[config.mk]
export PLATFORM = sky130hd
export DESIGN_NAME = jtopl_mmr_flat
export DESIGN_NICKNAME = d
export VERILOG_FILES = /design/src/rtl/jtopl_mmr_if.sv /design/src/rtl/jtopl_mmr.sv /design/src/flat_wrapper.sv
export SDC_FILE = /design/constraint.sdc
export NUM_CORES = 1
export LEC_CHECK = 0
export BUFFER_PORTS_ARGS = -buffer_cell sky130_fd_sc_hd__buf_2
export CAP_MARGIN = 20
export CORE_MARGIN = 1.5
export CORE_UTILIZATION = 46
export CTS_CLUSTER_SIZE = 25
export DETAILED_ROUTE_END_ITERATION = 10
export PLACE_DENSITY = 0.81
export SLEW_MARGIN = 10
export SYNTH_ARGS = -nofsm -noshare
export SYNTH_HDL_FRONTEND = slang
export SYNTH_SLANG_ARGS = --single-unit
export TNS_END_PERCENT = 100
[constraint.sdc]
create_clock -name clk -period 4.84 [get_ports clk]
set_input_delay 0.968 -clock clk [delete_from_list [all_inputs] [get_ports clk]]
set_output_delay 0.968 -clock clk [all_outputs]
set_load 0.01 [all_outputs]
[src/rtl/jtopl_mmr_if.sv]
// CPU bus seen by the OPL register decoder: chip select, write strobe,
// port select, data in and the status byte read back.
interface jtopl_mmr_if;
   logic       cs_n;
   logic       wr_n;
   logic       addr;
   logic [7:0] din;
   logic [7:0] dout;

   modport master (output cs_n, wr_n, addr, din, input  dout);
   modport slave  (input  cs_n, wr_n, addr, din, output dout);
endinterface

[src/rtl/jtopl_mmr.sv]
// OPL register-map decoder: turns CPU address/data port writes into register
// file selects and held update strobes, and owns timers, key-on, CSM and rhythm.
module jtopl_mmr #(
   parameter int HOLD = 18
) (
   input  logic       clk,
   input  logic       rst_n,
   input  logic       cen,
   jtopl_mmr_if.slave bus,
   input  logic       flag_A,
   input  logic       flag_B,
   output logic       busy,
   output logic [7:0] wr_data,
   output logic [1:0] sel_group,
   output logic [2:0] sel_sub,
   output logic       up_mult,
   output logic       up_ksl_tl,
   output logic       up_ar_dr,
   output logic       up_sl_rr,
   output logic       up_fnum,
   output logic       up_fbcon,
   output logic [4:0] latch_fnum,
   output logic [8:0] keyon,
   output logic [7:0] value_A,
   output logic [7:0] value_B,
   output logic       load_A,
   output logic       load_B,
   output logic       flagen_A,
   output logic       flagen_B,
   output logic       clr_flag,
   output logic       csm,
   output logic [7:0] rhythm
);

   localparam int CNT_W = $clog2(HOLD + 1);

   typedef enum logic {ST_IDLE, ST_HOLD} state_t;

   state_t           state, state_nx;
   logic [CNT_W-1:0] cnt, cnt_nx;
   logic [5:0]       up_q, up_nx;

   logic       wr_n_p0;
   logic [7:0] addr_q;
   logic [7:0] dout_q;
   logic       wr_ev, data_wr, strobe_wr;

   logic [5:0] dec_up;
   logic [1:0] dec_group;
   logic [2:0] dec_sub;
   logic       op_ok, ch_ok;

   // Channel 0..8 maps onto three groups of three subslots.
   function automatic logic [4:0] chan_sel(input logic [3:0] ch);
      logic [4:0] r;
      case (ch)
         4'd0, 4'd1, 4'd2: r = {2'd0, 3'(ch)};
         4'd3, 4'd4, 4'd5: r = {2'd1, 3'(ch - 4'd3)};
         4'd6, 4'd7, 4'd8: r = {2'd2, 3'(ch - 4'd6)};
         default:          r = 5'd0;
      endcase
      return r;
   endfunction

   // Write event: first clk sample of wr_n low while selected.
   assign wr_ev     = ~bus.cs_n & ~bus.wr_n & wr_n_p0;
   assign data_wr   = wr_ev & bus.addr;
   assign strobe_wr = data_wr & (|dec_up);

   always_comb begin
      dec_up    = 6'd0;
      dec_group = 2'd0;
      dec_sub   = 3'd0;
      op_ok     = (addr_q[7:5] >= 3'd1) && (addr_q[7:5] <= 3'd4) &&
                  (addr_q[4:3] != 2'd3) && (addr_q[2:0] <= 3'd5);
      ch_ok     = (addr_q[3:0] <= 4'd8);
      if (op_ok) begin
         dec_group = addr_q[4:3];
         dec_sub   = addr_q[2:0];
         case (addr_q[7:5])
            3'd1:    dec_up = 6'b000001;
            3'd2:    dec_up = 6'b000010;
            3'd3:    dec_up = 6'b000100;
            3'd4:    dec_up = 6'b001000;
            default: dec_up = 6'b000000;
         endcase
      end else if (ch_ok && (addr_q[7:4] == 4'hA || addr_q[7:4] == 4'hC)) begin
         {dec_group, dec_sub} = chan_sel(addr_q[3:0]);
         dec_up = (addr_q[7:4] == 4'hA) ? 6'b010000 : 6'b100000;
      end
   end

   // Strobe hold FSM: a new strobing write always restarts the count.
   always_ff @(posedge clk or negedge rst_n) begin
      if (!rst_n) begin
         state <= ST_IDLE;
         cnt   <= '0;
         up_q  <= 6'd0;
      end else begin
         state <= state_nx;
         cnt   <= cnt_nx;
         up_q  <= up_nx;
      end
   end

   always_comb begin
      state_nx = state;
      cnt_nx   = cnt;
      up_nx    = up_q;
      if (strobe_wr) begin
         state_nx = ST_HOLD;
         cnt_nx   = CNT_W'(HOLD);
         up_nx    = dec_up;
      end else if (state == ST_HOLD && cen) begin
         if (cnt <= CNT_W'(1)) begin
            state_nx = ST_IDLE;
            cnt_nx   = '0;
            up_nx    = 6'd0;
         end else begin
            cnt_nx = cnt - CNT_W'(1);
         end
      end
   end

   assign busy = (state == ST_HOLD);
   assign {up_fbcon, up_fnum, up_sl_rr, up_ar_dr, up_ksl_tl, up_mult} = up_q;
   assign bus.dout = dout_q;

   // Bus capture, register-file data/select and global registers.
   always_ff @(posedge clk or negedge rst_n) begin
      if (!rst_n) begin
         wr_n_p0    <= 1'b1;
         addr_q     <= 8'd0;
         wr_data    <= 8'd0;
         sel_group  <= 2'd0;
         sel_sub    <= 3'd0;
         latch_fnum <= 5'd0;
         keyon      <= 9'd0;
         value_A    <= 8'd0;
         value_B    <= 8'd0;
         load_A     <= 1'b0;
         load_B     <= 1'b0;
         flagen_A   <= 1'b0;
         flagen_B   <= 1'b0;
         clr_flag   <= 1'b0;
         csm        <= 1'b0;
         rhythm     <= 8'd0;
         dout_q     <= 8'd0;
      end else begin
         wr_n_p0 <= bus.wr_n;
         dout_q  <= {flag_A | flag_B, flag_A, flag_B, 5'd0};
         if (cen) clr_flag <= 1'b0;
         if (wr_ev && !bus.addr) addr_q <= bus.din;
         if (data_wr) begin
            wr_data <= bus.din;
            if (strobe_wr) begin
               sel_group <= dec_group;
               sel_sub   <= dec_sub;
            end
            if (addr_q[7:4] == 4'hB && ch_ok) begin
               latch_fnum            <= bus.din[4:0];
               keyon[addr_q[3:0]]    <= bus.din[5];
            end
            case (addr_q)
               8'h02: value_A <= bus.din;
               8'h03: value_B <= bus.din;
               8'h04: begin
                  // Flag reset is a pure command; it leaves masks and run bits alone.
                  if (bus.din[7]) begin
                     clr_flag <= 1'b1;
                  end else begin
                     flagen_A <= ~bus.din[6];
                     flagen_B <= ~bus.din[5];
                     load_B   <= bus.din[1];
                     load_A   <= bus.din[0];
                  end
               end
               8'h08:   csm    <= bus.din[7];
               8'hBD:   rhythm <= bus.din;
               default: ;
            endcase
         end
      end
   end

endmodule

[src/flat_wrapper.sv]
// flat-port wrapper written by rule: the top's interface ports become plain ports
module jtopl_mmr_flat 
#(
   parameter int HOLD = 18
)
  (clk, rst_n, cen, flag_A, flag_B, busy, wr_data, sel_group, sel_sub, up_mult, up_ksl_tl, up_ar_dr, up_sl_rr, up_fnum, up_fbcon, latch_fnum, keyon, value_A, value_B, load_A, load_B, flagen_A, flagen_B, clr_flag, csm, rhythm, bus_cs_n, bus_wr_n, bus_addr, bus_din, bus_dout);
  jtopl_mmr_if bus_i ();
  input  logic clk;
  input  logic rst_n;
  input  logic cen;
  input  logic flag_A;
  input  logic flag_B;
  output logic busy;
  output logic [7:0] wr_data;
  output logic [1:0] sel_group;
  output logic [2:0] sel_sub;
  output logic up_mult;
  output logic up_ksl_tl;
  output logic up_ar_dr;
  output logic up_sl_rr;
  output logic up_fnum;
  output logic up_fbcon;
  output logic [4:0] latch_fnum;
  output logic [8:0] keyon;
  output logic [7:0] value_A;
  output logic [7:0] value_B;
  output logic load_A;
  output logic load_B;
  output logic flagen_A;
  output logic flagen_B;
  output logic clr_flag;
  output logic csm;
  output logic [7:0] rhythm;
  input wire logic [$bits(bus_i.cs_n)-1:0] bus_cs_n;
  input wire logic [$bits(bus_i.wr_n)-1:0] bus_wr_n;
  input wire logic [$bits(bus_i.addr)-1:0] bus_addr;
  input wire logic [$bits(bus_i.din)-1:0] bus_din;
  output wire logic [$bits(bus_i.dout)-1:0] bus_dout;
  assign bus_i.cs_n = bus_cs_n;
  assign bus_i.wr_n = bus_wr_n;
  assign bus_i.addr = bus_addr;
  assign bus_i.din = bus_din;
  assign bus_dout = bus_i.dout;
  jtopl_mmr #(.HOLD(HOLD)) u_core (.clk(clk), .rst_n(rst_n), .cen(cen), .bus(bus_i), .flag_A(flag_A), .flag_B(flag_B), .busy(busy), .wr_data(wr_data), .sel_group(sel_group), .sel_sub(sel_sub), .up_mult(up_mult), .up_ksl_tl(up_ksl_tl), .up_ar_dr(up_ar_dr), .up_sl_rr(up_sl_rr), .up_fnum(up_fnum), .up_fbcon(up_fbcon), .latch_fnum(latch_fnum), .keyon(keyon), .value_A(value_A), .value_B(value_B), .load_A(load_A), .load_B(load_B), .flagen_A(flagen_A), .flagen_B(flagen_B), .clr_flag(clr_flag), .csm(csm), .rhythm(rhythm));
endmodule
==> results of run 1 <==
placed cells by master (no fill, tap or decap), drive strengths merged, types with 2 or more instances in the layout:
cell / count
buf: 83
dfrtp: 80
mux2: 45
nand2: 38
nand3: 14
nor2: 13
clkbuf: 12
o21ai: 10
inv: 9
a21oi: 9
ha: 8
conb: 5
or3: 4
mux2i: 4
a32o: 4
nor3: 4
a22o: 3
bufinv: 3
or2: 3
nand2b: 2
o21a: 2
or2b: 2
nand4: 2
nor4: 2
and2b: 2
a21o: 2
or4: 2
and3: 2
a31oi: 2
clkinv: 2
kinds of logic (layout without fill, tap and decap cells):
group	after synthesis	in the layout	share of synthesized area, %
xor+xnor	1	1	0.451
other cells	1	5	0.104
compound gates	39	39	8.14
mux	49	49	15.1
buf+inv	25	109	3.85
fa+ha+maj	8	8	2.77
flops	81	81	56.2
simple gates	95	95	13.4
registers in the layout, indices dropped and copies added (netlist names):
| signal | cells |
|---|---|
| u_core.load_B | 1 |
| u_core.wr_data | 8 |
| u_core.addr_q | 8 |
| u_core.flagen_B | 1 |
| u_core.value_B | 8 |
| u_core.rhythm | 8 |
| u_core.cnt | 5 |
| u_core.sel_group | 2 |
| u_core.value_A | 8 |
| u_core.clr_flag | 1 |
| u_core.flagen_A | 1 |
| u_core.up_q | 6 |
| u_core.busy | 1 |
| u_core.latch_fnum | 5 |
| u_core.keyon | 9 |
| u_core.sel_sub | 3 |
| u_core.load_A | 1 |
| u_core.bus.dout | 3 |
| u_core.wr_n_p0 | 1 |
| u_core.csm | 1 |
path summary, 6_finish.rpt:
path,end,start,slack (ns)
worst min-delay path,u_core.wr_data[6],u_core.wr_data[6],0.48
max in group asynchronous,u_core.rhythm[3],rst_n,3.69
min in group asynchronous,u_core.cnt[3],rst_n,0.56
worst min register to register,u_core.wr_data[6],u_core.wr_data[6],0.48
worst max register to register,u_core.up_q[0],u_core.addr_q[2],2.34
worst max-delay path,u_core.value_B[4],bus_wr_n,2.08
power breakdown:
part / internal (mW) / switching, mW / total [mW]
Clock: 0.343 / 0.232 / 0.575
Sequential: 0.777 / 0.0971 / 0.874
Combinational: 0.178 / 0.229 / 0.406
critical path: stages:
cell	delay [ns]
buf_2	0.12
nor2_1	0.09
nand3_1	0.40
nor4_1	0.51
nand3_1	0.47
mux2_2	0.43
area by class of cell:
cell class | instances | area (um2)
inverters | 9 | 33.8
multi-input cells | 197 | 1470
well taps | 102 | 128
flip-flops and latches | 81 | 2030
clock buffers | 11 | 131
clock inverters | 5 | 104
repair buffers | 84 | 440
fillers | 657 | 3320
stage by stage:
| step | power [mW] | setup WS (ns) | utilization, % |
|---|---|---|---|
| after detailed placement | 1.29 | 1.69 | 53.2 |
| after floorplan | 1.14 | 2.45 | - |
| after CTS | 1.87 | 2.06 | 56.3 |
| after global routing | 1.96 | 1.84 | 56.6 |
| final | 1.85 | 2.08 | 56.6 |
| after global placement | 1.28 | 1.78 | 53.2 |
metal layers:
layer | wire length [um] | vias up
met2 | 3520 | 98
met5 | 0 | -
li1 | - | 1222
met4 | 170 | 0
met3 | 667 | 18
met1 | 3420 | 1267
==> run_results.csv, run 1 <==
group,metric,value,unit
cts,h-tree-depth,3,
cts,clk_pin_slew,0.08,ns
final_layout,drive_above_1_share,38.0,%
power,power.density,428,nW/um2
cts,cts_root_buffer,"clkbuf_8",
run_status,outcome,"finished clean",
worst_setup_path,reg2reg_depth,7,
min_path,hold_depth,2,
floorplanning,io_pins,88,
cts,cts_made_buffers,9,
cts,cts.sinks,81,
yosys,synthTopCellsByArea,"dfrtp_1, mux2_2, nand2_1, ha_1, mux2_1",
global_route,top_usage_layer,"met2",
place,hpwl,5450,um
floorplanning,core_area,7650,um2
global_route,grt_pass1_vias,2607,
routing,drtIter0Drc,153,
global_route,grt_use_met3,7.96,%
final_layout,n_antenna_cell,0,
yosys,netlist_area,3610,um2
global_route,grt_max_degree,82,
timing,whs,0.478,ns
cts,cts_tree,"done",
cts,post_cts_buffers,0,
timing,worst_slew_pin_slew,0.878,ns
yosys,synth_edf_count,0,
worst_setup_path,arrival,2.99,ns
place,dp_cells,471,
worst_setup_path,crit_type,"in2reg",
yosys,yosys.area.top_type_share,55.4,%
timing,setup_tns,0,ns
global_route,grt_use_met1,25.7,%
yosys,yosysMostFrequentCell,"dfrtp_1",
timing,fin_crit_sh,57.0,%
routing,antenna_left,0,
yosys,synth_common_cells,"dfrtp_1, mux2_2, nand2_1",
global_route,grt_overflow_total,0,
global_route,grt_use_total,19.8,%
place,routabilityCongestion,0.922,
cts,cts_hold_buf,0,
floorplanning,num_rows,32,
timing,finalSetupViolCount,0,
min_path,hp-class,"reg2reg",
timing,maxSlewViolCount,0,
timing,fmax,0.363,GHz
cts,clock_path_buffers,2,
routing,viasPerCell,5.33,
yosys,synth-main-ff-cell,"dfrtp_1",
power,p_leak,2.28,nW
final_layout,synthToLayoutAreaGrowth,19.9,%
floorplanning,initial_core_util,47.2,%
yosys,synth_cell_types,50,
cts,clk_latency,0.35,ns
worst_setup_path,critPathMaxFanout,12,
yosys,ys_seq_area_share,56.2,%
global_route,grt_first_pass_wirelength,12900,um
yosys,postSynthCellCount,299,
routing,wire_per_inst,15.9,um
yosys,synth_area_per_cell,12.1,um2
timing,relSlewSlack,41.0,%
timing,skew,0.00776,ns
flow_run,maxCapViolations,0,
global_route,use_met2,30.3,%
yosys,yosysWarningCount,0,
global_route,antenna_found_initial,0,
floorplanning,die_x,91.6,um
timing,rsz0062_at_grt,"no",
timing,hold_viol_final,0,
cts,ctsResizeCount,0,
worst_setup_path,cp-start-kind,"input port",
floorplanning,die_area,8390,um2
worst_setup_path,critPathRequiredTime,5.08,ns
place,port_buffers,82,
routing,drt_wl_total,7780,um
floorplanning,die_y,91.6,um
power,vdd_drop_max,0.221,mV
routing,drc,0,
timing,min_period,2.76,ns
routing,vias,2605,
final_layout,layout.cells.non_filler,489,
final_layout,final_cell_area,4330,um2
yosys,ys_async_sr_fraction,100,%
yosys,yosysTopAreaCell,"dfrtp_1",
final_layout,nets,406,
routing,firstDrtPassIters,4,
worst_setup_path,endpoint_kind,"flop",
yosys,ys_ff_latch,81,
place,placed_cell_area,4070,um2
(Power assumes the default switching activity.)
==> run 2, diff against run 1 <==
Clock period 4.84 ns to 2.6 ns, I/O delays scaled along.
==> run 2 against run 1 <==
Die area did not move. Critical path depth grew 1. Register-to-register slack worse by 2.0 ns. Flip-flop and latch count unchanged. Sequential power grew 86%. Count of clock-buffer cells in the layout down 2. Global-route usage up 0.34 points. Core utilization is 0.25 points higher. Critical endpoint is now u_core.keyon[3].
==> run_results.csv, run 2 (same netlist as run 1, synthesis figures left out) <==
group,metric,value,unit
timing,finalSetupViolCount,0,
min_path,hp-class,"in2async",
cts,h-tree-depth,3,
power,p_comb_share,24.0,%
final_layout,final_common_cell,"buf_2",
floorplanning,die_area,8390,um2
cts,post_cts_buffers,0,
final_layout,regMostFlops,"u_core.keyon",
place,hpwl,5930,um
cts,clk_latency,0.35,ns
place,routabilityCongestion,0.824,
final_layout,n_antenna_cell,0,
power,power.switching,1.12,mW
floorplanning,die_y,91.6,um
timing,maxSlewViolCount,0,
cts,clock_path_buffers,2,
power,power.density,755,nW/um2
final_layout,n_fill_cell,653,
routing,antenna_left,0,
flow_run,maxCapViolations,0,
global_route,grt_overflow_total,0,
cts,cts_hold_buf,0,
floorplanning,num_rows,32,
timing,whs,0.133,ns
cts,cts.sinks,81,
timing,worst_slew_pin_slew,0.528,ns
place,placed_cell_area,4160,um2
worst_setup_path,critPathMaxFanout,12,
final_layout,nets,415,
cts,ctsResizeCount,0,
worst_setup_path,cp-start-kind,"flop",
floorplanning,io_pins,88,
timing,fmax,0.444,GHz
power,vdd_drop_max,0.421,mV
timing,hold_viol_final,0,
worst_setup_path,endpoint_kind,"flop",
worst_setup_path,r2r_slack,0.35,ns
timing,relSlewSlack,64.6,%
routing,drtIter0Drc,158,
timing,setup_tns,0,ns
cts,cts_tree,"done",
power,clkPwrFrac,26.2,%
timing,skew,0.0119,ns
global_route,antenna_found_initial,0,
routing,vias,2661,
global_route,grt_pass1_vias,2698,
worst_setup_path,crit_type,"reg2reg",
worst_setup_path,reg2reg_depth,7,
routing,firstDrtPassIters,4,
routing,drc,0,
final_layout,layout_common_cells,"buf_2, dfrtp_1, nand2_1, mux2_2, nand3_1",
run_status,outcome,"finished clean",
power,p_leak,2.29,nW
floorplanning,core_area,7650,um2
floorplanning,die_x,91.6,um
routing,drt_wl_total,8030,um
power,netSwitchingFraction,34.2,%
timing,fin_crit_sh,86.6,%
floorplanning,initial_core_util,47.2,%
worst_setup_path,critPathRequiredTime,2.84,ns
place,port_buffers,82,
global_route,grt_first_pass_wirelength,13100,um
worst_setup_path,reg2reg_from,"u_core.addr_q[2]",
final_layout,drive_above_1_share,39.9,%
power,seq_power_share,49.8,%
cts,cts_made_buffers,9,
worst_setup_path,regToRegEndpoint,"u_core.keyon[3]",
final_layout,largest_register_ff_count,9,
routing,viasPerCell,5.34,
cts,clk_pin_slew,0.09,ns
global_route,grt_use_total,20.1,%
final_layout,final_cell_area,4350,um2
timing,rsz0062_at_grt,"no",
timing,min_period,2.25,ns
power,p_int,2.16,mW
cts,cts_root_buffer,"clkbuf_8",
worst_setup_path,arrival,2.49,ns
global_route,grt_max_degree,45,
final_layout,synthToLayoutAreaGrowth,20.4,%
routing,wire_per_inst,16.1,um
## run 2: changes by cell type in the layout (fill, tap and decap cells not counted), sizes merged
cell	before	now
buf	83	93
bufinv	3	0
clkbuf	12	9
clkinv	2	1
clkinvlp	0	3
inv	9	12
## run 2: how the worst max path moves through the flow
stage          cells after the start              from  slack [ns]               to
6_report                           7  u_core.addr_q[2]        0.35  u_core.keyon[3]
5_1_grt                            7  u_core.addr_q[2]        0.19  u_core.keyon[3]
4_1_cts                            7  u_core.addr_q[2]        0.32  u_core.keyon[3]
3_5_place_dp                       6          bus_wr_n        0.28  u_core.keyon[3]
3_3_place_gp                       6          bus_wr_n        0.36  u_core.keyon[3]
2_1_floorplan                      9  u_core.addr_q[2]        0.49   u_core.up_q[0]
## run 2: layer usage
layer / track usage, % / up-vias / wire [um]
met3: 7.79 / 8 / 665
met5: 0 / - / 0
met2: 32.1 / 96 / 3860
met1: 25.5 / 1332 / 3420
met4: 5.47 / 0 / 90
li1: - / 1225 / -
## run 2: power groups by stage
stage	sequential, mW	combinational (mW)	clock (mW)
2_1_floorplan	1.65	0.475	0
3_3_place_gp	1.64	0.763	0
3_5_place_dp	1.65	0.793	0
4_1_cts	1.63	0.797	0.876
5_1_grt	1.66	0.888	0.927
6_report	1.63	0.789	0.860
## run 2: metrics by stage
stage	util (%)	power, mW	setup slack (ns)	std cells
after global routing	56.9	3.48	0.188	498
after detailed placement	54.4	2.45	0.276	482
after floorplan	-	2.13	0.493	303
after global placement	54.4	2.40	0.359	482
after CTS	56.9	3.30	0.318	498
final	56.9	3.28	0.349	498
## run 2: area by class of cell
cell class	count	area, um2	share of cell area (%)
sequential	81	2030	46.6
multi-input combinational	197	1470	33.7
inverter	9	33.8	0.777
timing repair buffer	93	508	11.7
clock inverter	7	62.6	1.44
clock buffer	9	124	2.85
tap	102	128	2.93
## run 2: critical path, cell delays in order, from the launching register on
cell and delay [ns]:
dfrtp_1 0.49, inv_1 0.17, ha_1 0.16, nand2b_1 0.12, and2_1 0.20, and2b_1 0.50
nand3_1 0.16, mux2_1 0.34
==> run 3, diff against run 2 <==
Settings changed: BUFFER_PORTS_ARGS -buffer_cell sky130_fd_sc_hd__buf_2 to not set, DONT_BUFFER_PORTS set to 1, PLACE_DENSITY 0.81 to 0.72.
==> run 3 against run 2 <==
Routed wire length decreased by 3.8%. Clock skew shrank 0.0017 ns. Worst hold slack worse by 0.078 ns. Sequential share of layout area rose by 4.1 points. Flip-flop and latch count is the same. Count of clock-buffer cells in the layout is 1 higher. Die area unchanged. Combinational power fell by 28%. First-iteration DRC count is 25% lower. Highest routed layer unchanged.
==> run_results.csv, run 3 (same netlist as run 1, synthesis figures left out) <==
group,metric,value,unit
run_status,outcome,"finished clean",
floorplanning,die_x,91.6,um
worst_setup_path,arrival,2.59,ns
place,hpwl,5280,um
final_layout,drive_above_1_share,23.9,%
flow_run,maxCapViolations,0,
cts,cts.sinks,81,
global_route,grt_overflow_total,0,
cts,post_cts_buffers,0,
timing,relSlewSlack,63.3,%
cts,cts_hold_buf,2,
routing,wire_per_inst,18.6,um
power,vdd_drop_max,0.407,mV
cts,cts_made_buffers,9,
floorplanning,io_pins,88,
routing,vias,2344,
final_layout,regMostFlops,"u_core.keyon",
final_layout,synthToLayoutAreaGrowth,10.6,%
global_route,antenna_found_initial,0,
routing,drt_wl_total,7730,um
min_path,hp-class,"in2async",
timing,maxSlewViolCount,0,
place,port_buffers,0,
final_layout,layout_common_cells,"dfrtp_1, nand2_1, mux2_2",
timing,fmax,0.426,GHz
routing,antenna_left,0,
timing,setup_tns,0,ns
global_route,grt_use_total,20.1,%
worst_setup_path,endpoint_kind,"flop",
cts,h-tree-depth,3,
timing,skew,0.0102,ns
cts,cts_root_buffer,"clkbuf_8",
cts,clock_path_buffers,2,
cts,cts_tree,"done",
final_layout,final_util,52.2,%
final_layout,final_common_cell,"dfrtp_1",
global_route,grt_max_degree,81,
routing,viasPerCell,5.63,
final_layout,nets,333,
floorplanning,die_area,8390,um2
global_route,grt_first_pass_wirelength,12900,um
floorplanning,num_rows,32,
cts,ctsResizeCount,0,
worst_setup_path,reg2reg_depth,7,
timing,worst_slew_pin_slew,0.546,ns
final_layout,final_cell_area,4000,um2
cts,clk_latency,0.35,ns
worst_setup_path,r2r_slack,0.25,ns
timing,rsz0062_at_grt,"no",
power,p_leak,1.92,nW
cts,clk_pin_slew,0.09,ns
worst_setup_path,crit_type,"reg2reg",
floorplanning,initial_core_util,47.2,%
routing,drtIter0Drc,119,
final_layout,largest_register_ff_count,9,
place,placed_cell_area,3720,um2
routing,drc,0,
power,power.density,835,nW/um2
final_layout,n_fill_cell,679,
timing,fin_crit_sh,90.3,%
floorplanning,die_y,91.6,um
timing,min_period,2.35,ns
routing,firstDrtPassIters,4,
timing,finalSetupViolCount,0,
timing,hold_viol_final,0,
floorplanning,core_area,7650,um2
global_route,grt_pass1_vias,2449,
worst_setup_path,cp-start-kind,"flop",
final_layout,n_antenna_cell,0,
worst_setup_path,critPathRequiredTime,2.84,ns
place,routabilityCongestion,0.951,
worst_setup_path,critPathMaxFanout,9,
==> run 3: cell count changes in the layout (fill, tap and decap cells not counted) <==
cell,previous run,this run
dlygate4sd3_1,0,1
inv_8,2,1
buf_2,81,0
buf_4,11,9
clkbuf_8,9,10
clkinv_4,1,2
bufinv_16,0,2
buf_12,1,0
clkinvlp_4,3,0
buf_16,0,1
==> run 3: layout make-up <==
cell class | instances | area (um2) | area share (%)
Sequential cell | 81 | 2030 | 50.8
Multi-Input combinational cell | 197 | 1470 | 36.7
Clock buffer | 10 | 138 | 3.45
Tap cell | 102 | 128 | 3.19
Timing Repair Buffer | 11 | 105 | 2.63
Clock inverter | 6 | 97.6 | 2.44
Inverter | 9 | 33.8 | 0.846
==> run 3: power breakdown <==
part | switching, mW | internal (mW) | leakage (nW)
Sequential | 0.270 | 1.45 | 1.06
Clock | 0.475 | 0.580 | 0.119
Combinational | 0.306 | 0.259 | 0.738
Total | 1.05 | 2.29 | 1.92
==> run 3: layer usage <==
| metal | share of wire [%] | vias to the layer above | global-route usage (%) |
|---|---|---|---|
| li1 | - | 1063 | - |
| met1 | 42 | 1191 | 25.1 |
| met3 | 9.3 | 8 | 8.71 |
| met5 | 0 | - | 0 |
| met2 | 47 | 82 | 31.2 |
| met4 | 1.0 | 0 | 6.90 |
==> run 3: final timing paths <==
check,from,to
min in group clk,bus_wr_n,u_core.wr_n_p0
max in group asynchronous,rst_n,u_core.wr_n_p0
min reg2reg,u_core.wr_data[4],u_core.wr_data[4]
max,u_core.addr_q[2],u_core.up_q[0]
min,rst_n,u_core.cnt[2]
max reg2reg,u_core.addr_q[2],u_core.up_q[0]
==> run 3: worst max-delay path, cell delays in order (launching register included) <==
cell and delay [ns]:
dfrtp_1 0.48, inv_1 0.16, ha_1 0.17, nand2b_1 0.13, a2111oi_4 0.60, o21a_1 0.35, a31oi_4 0.09, a22o_1 0.25
==> run 3: per-stage QoR <==
| step | cells | hold slack (ns) | setup slack [ns] | total power, mW |
|---|---|---|---|---|
| finish | 416 | 0.0548 | 0.251 | 3.34 |
| global route | 416 | 0.0581 | 0.0784 | 3.55 |
| CTS | 416 | 0.0578 | 0.248 | 3.38 |
| detailed placement | 398 | 0.228 | 0.299 | 2.27 |
| global placement | 398 | 0.228 | 0.330 | 2.25 |
| floorplan | 303 | 0.224 | 0.493 | 2.13 |
